`config.mk`:
```
export PLATFORM = sky130hd
export DESIGN_NAME = ram_write_arbiter
export DESIGN_NICKNAME = d
export VERILOG_FILES = /design/src/rtl/ram_write_arbiter.sv
export SDC_FILE = /design/constraint.sdc
export NUM_CORES = 1
export LEC_CHECK = 0
export ABC_AREA = 1
export CAP_MARGIN = 20
export CELL_PAD_IN_SITES_DETAIL_PLACEMENT = 1
export CELL_PAD_IN_SITES_GLOBAL_PLACEMENT = 1
export CORE_MARGIN = 3
export CORE_UTILIZATION = 25
export CTS_CLUSTER_SIZE = 25
export DETAILED_ROUTE_END_ITERATION = 12
export GPL_TIMING_DRIVEN = 1
export PLACE_DENSITY = 0.77
export SLEW_MARGIN = 20
export SYNTH_ARGS = -nofsm -noshare
export SYNTH_HDL_FRONTEND = slang
export SYNTH_SLANG_ARGS = --single-unit
```
`constraint.sdc`:
```
create_clock -name i_clock -period 1.3 [get_ports i_clock]
set_input_delay 0.26 -clock i_clock [delete_from_list [all_inputs] [get_ports i_clock]]
set_output_delay 0.26 -clock i_clock [all_outputs]
set_load 0.01 [all_outputs]
```
`src/rtl/ram_write_arbiter.sv`:
```
// rtl/ram_write_arbiter.sv - round-robin arbiter for the shared RAM write port (optional clear: RAM_WRITE_ARBITER_CLEAR_EN)
module ram_write_arbiter #(
  parameter int NB_INSTRUCTION = 16,
  parameter int NB_ADDR        = 10,
  parameter int RAM_DEPTH      = 2**NB_ADDR
) (
  input  logic                      i_clock,
  input  logic                      i_reset,
  input  logic                      i_req0_valid,
  input  logic [NB_ADDR-1:0]        i_req0_addr,
  input  logic [NB_INSTRUCTION-1:0] i_req0_data,
  output logic                      o_req0_ready,
  input  logic                      i_req1_valid,
  input  logic [NB_ADDR-1:0]        i_req1_addr,
  input  logic [NB_INSTRUCTION-1:0] i_req1_data,
  output logic                      o_req1_ready,
  output logic                      o_ram_write_enable,
  output logic [NB_ADDR-1:0]        o_ram_write_address,
  output logic [NB_INSTRUCTION-1:0] o_ram_data,
  output logic                      o_busy
);

  // The clear sequencer walks addresses 0..RAM_DEPTH-1, so the depth must fit the address space.
  if (RAM_DEPTH < 1 || RAM_DEPTH > 2**NB_ADDR) begin : g_bad_depth
    $error("ram_write_arbiter: RAM_DEPTH must be within 1..2**NB_ADDR");
  end

  // Last-grant pointer: 0 = req0 was served last, 1 = req1 was served last.
  logic last_grant;
  logic in_arb;
  logic xfer0;
  logic xfer1;

`ifdef RAM_WRITE_ARBITER_CLEAR_EN
  localparam logic [0:0]         ST_CLEAR  = 1'b0;
  localparam logic [0:0]         ST_ARB    = 1'b1;
  localparam logic [NB_ADDR-1:0] LAST_ADDR = NB_ADDR'(RAM_DEPTH - 1);

  logic [0:0]         state;
  logic [NB_ADDR-1:0] clear_count;
  // Set once the final clear address has been issued; the next edge hands over to ARB.
  logic               clear_last;

  assign in_arb = (state == ST_ARB);
  assign o_busy = (state == ST_CLEAR);

  // Clear sequencer: step the counter once per cycle, then leave CLEAR one cycle after the last write.
  always_ff @(posedge i_clock or posedge i_reset) begin
    if (i_reset) begin
      state       <= ST_CLEAR;
      clear_count <= '0;
      clear_last  <= 1'b0;
    end else if (state == ST_CLEAR) begin
      if (clear_last) begin
        state <= ST_ARB;
      end else if (clear_count == LAST_ADDR) begin
        clear_last <= 1'b1;
      end else begin
        clear_count <= clear_count + 1'b1;
      end
    end
  end
`else
  assign in_arb = 1'b1;
  assign o_busy = 1'b0;
`endif

  // Ready is purely combinational from the valids and the pointer; held low while in reset or clearing.
  always_comb begin
    o_req0_ready = 1'b0;
    o_req1_ready = 1'b0;
    if (in_arb && !i_reset) begin
      o_req0_ready = i_req0_valid && (!i_req1_valid || last_grant);
      o_req1_ready = i_req1_valid && (!i_req0_valid || !last_grant);
    end
  end

  assign xfer0 = i_req0_valid && o_req0_ready;
  assign xfer1 = i_req1_valid && o_req1_ready;

  // Register the granted write (or a clear write); address/data hold when nothing is written.
  always_ff @(posedge i_clock or posedge i_reset) begin
    if (i_reset) begin
      o_ram_write_enable  <= 1'b0;
      o_ram_write_address <= '0;
      o_ram_data          <= '0;
      last_grant          <= 1'b1;
    end else begin
      if (xfer0) begin
        o_ram_write_enable  <= 1'b1;
        o_ram_write_address <= i_req0_addr;
        o_ram_data          <= i_req0_data;
        last_grant          <= 1'b0;
      end else if (xfer1) begin
        o_ram_write_enable  <= 1'b1;
        o_ram_write_address <= i_req1_addr;
        o_ram_data          <= i_req1_data;
        last_grant          <= 1'b1;
      end else begin
        o_ram_write_enable  <= 1'b0;
      end
`ifdef RAM_WRITE_ARBITER_CLEAR_EN
      // No transfer can happen while clearing (ready is low), so the clear write simply takes the port.
      if (state == ST_CLEAR && !clear_last) begin
        o_ram_write_enable  <= 1'b1;
        o_ram_write_address <= clear_count;
        o_ram_data          <= '0;
      end
`endif
    end
  end

endmodule

```
==> results.tsv <==
metric	value	unit
H-tree level count	1	
RSZ-0062 raised after global routing	true	
Psw	0.742	mW
Initial DRC Count	59	
clk slew on worst S/H paths	0.10	ns
worst-path maximum fanout	2	
drt pass-1 iters	3	
Max clock buf depth	2	
post-synthesis sequential area ratio	0.472	
Total GRT Usage	0.147	
Via-to-Cell Ratio	4.40	
slowest cell on the critical path	dfstp_2	
Core Region	5640	sq um
die area	6910	sq um
area share of the largest cell type after synthesis	0.454	
largest net degree at the start of global routing	30	
Nets	353	
cts hold-fix bufs	0	
worst hold-check path type	in -> async	
# setup viols final	2	
Most used DFF post-synth	dfrtp_1	
Reg-to-Reg End	o_ram_write_address[5]	
Max VDD drop	0.577	mV
top cells by count, synth	131 x nand2_1, 27 x dfrtp_1, 26 x nand3_1	
CP Class	reg -> out	
power per cell area	1020	nW/um^2
leading area contributor after synthesis	dfrtp_1	
Util after Layout	0.443	
CP most frequent cell	nand2_4	
P_leak	1.35	nW
status	complete, but fails checks	
Yosys reg bits	28	
Final ANT Viol Nets	0	
max cap viols	0	
Critical Path Start Type	flip-flop	
reg2reg setup slack	0.04	ns
Initial Util	0.264	
total clock buffers created by CTS	3	
post-synthesis cell count	208	
clock root cell	clkbuf_8	
R2R cell count	7	
layout cells sized above 1	0.0946	
Min Clock Period, post-route	1.40	ns
Placement Rows	27	
Syn Std Cell Area	1490	sq um
final critical-path share of the clock period	1.08	
worst-path cell chain	inv_2 -> nand2_4 -> nand2_4 -> inv_4 -> buf_6	
hold slack final	0.252	ns
critical path arrival	1.14	ns
WL/cell	13.1	microns
Layout area overhead	68.0	%
Clk Latency, worst-skew pair	0.27	ns
asr flop ratio synth	1.00	
Final HPWL DP	3640	microns
Routed Wire Length	4830	microns
Port Buffers	84	
initial antenna violation count	0	
grt total ovfl	0	
vias in the first global route	1709	
Fmax	715	MHz
Post-Syn Nets	264	
Pint	1.81	mW
first-pass GRT wire length	8420	microns
pins over their slew limit	0	
violations in the final reports	negative setup slack	
syn_area_per_cell	7.15	sq um
Flop pwr share	0.415	
switching share of total power	0.290	
EDFF count, synth	0	
via count	1619	
Worst EP required	1.04	ns
IO Count	86	
n_diodes	0	
Die H	83.1	microns
CP max stage delay	0.55	ns
Final Hold Vio Count	0	
Die Width	83.1	microns
Crit. End Element	primary output	
Netlist cell types	16	
DRC	0	
Clock power frac	0.272	
top area cells in the synthesized netlist	dfrtp_1 45%, nand2_1 33%, nand3_1 8.7%	
Tot Pwr	2.55	mW
# clock sinks	28	
r2r startpoint	last_grant	
cell with the most instances after synthesis	nand2_1	
CTS tree	done	
logic gate share of total power	0.313	
Yosys Warn Count	0	
clock skew	0.00243	ns
RD Place Congestion	0.710	
Final WS setup	-0.0983	ns
==> layout by cell type, fill, tap and decap left out, drive strengths merged <==
cell type / n
clkbuf: 3
nor2: 1
buf: 13
clkdlybuf4s50: 52
o21ai: 1
o21bai: 1
conb: 1
dfstp: 1
dlymetal6s2s: 1
a21oi: 1
nand3: 26
bufinv: 1
dfrtp: 27
nand2: 133
dlygate4sd2: 29
inv: 5
==> through the flow <==
step / setup TNS, ns / cell area, sq um / cells / setup WS, ns
after global placement: -19.33 / 2410 / 362 / -0.680
after floorplan: 0 / 1490 / 208 / 0.0176
final: -0.174 / 2500 / 368 / -0.0983
after detailed placement: -20.52 / 2410 / 362 / -0.742
after global routing: -1.36 / 2500 / 368 / -0.145
after CTS: -0.213 / 2480 / 368 / -0.111
==> repair_timing <==
| item | 4_1_cts | 5_1_grt |
|---|---|---|
| gates resized for setup | 47 | 5 |
| pin swaps | 1 | 1 |
| setup endpoints to repair | 56 | 28 |
| buffers inserted | 2 | 0 |
==> per-layer routing <==
metal	vias up	track usage	part of all wire
met2	44	0.266	0.51
met1	757	0.183	0.44
li1	816	-	-
met5	-	0	0
met4	0	0.0134	0.0031
met3	2	0.0327	0.049
==> registers in the layout, indices dropped and copies added, names as in the netlist <==
register             count
o_ram_write_address     10
last_grant               1
o_ram_write_enable       1
o_ram_data              16
==> final cells by class <==
cell class / count / area [sq um]
fill: 732 / 3140
timing repair buffer: 95 / 908
sequential: 28 / 702
multi-input combinational: 164 / 701
tap: 72 / 90.1
clock buffer: 3 / 41.3
clock inverter: 1 / 30.0
inverter: 5 / 26.3
==> worst max-delay path by stage <==
stage	startpoint	end	slack [ns]	cells after the start
after floorplan	i_reset	o_ram_data[10]	0.02	6
after global placement	i_reset	o_ram_data[7]	-0.68	7
after detailed placement	i_reset	o_ram_write_address[9]	-0.74	7
after CTS	last_grant	o_req0_ready	-0.11	5
after global routing	last_grant	o_req0_ready	-0.15	5
final	last_grant	o_req0_ready	-0.1	5
==> cells by family after synthesis <==
family | synth area share
simple gates | 0.443
flops | 0.472
other cells | 0.00252
compound gates | 0.0193
buf+inv | 0.0631
==> power by group through the flow <==
stage | Combinational [mW] | Sequential [mW] | Clock, mW
6_report | 0.799 | 1.06 | 0.695
5_1_grt | 0.897 | 1.08 | 0.738
4_1_cts | 0.814 | 1.06 | 0.713
3_5_place_dp | 0.862 | 1.08 | 0
3_3_place_gp | 0.842 | 1.08 | 0
2_1_floorplan | 0.296 | 1.13 | 0
==> worst max-delay path, delay by kind of cell, from the launching register on <==
| family | cells | cell delay [ns] |
|---|---|---|
| flip-flops | 1 | 0.55 |
| buffers and inverters | 3 | 0.19 |
| AND/OR/NAND/NOR | 2 | 0.12 |
Power figures use the tool's default switching activity.
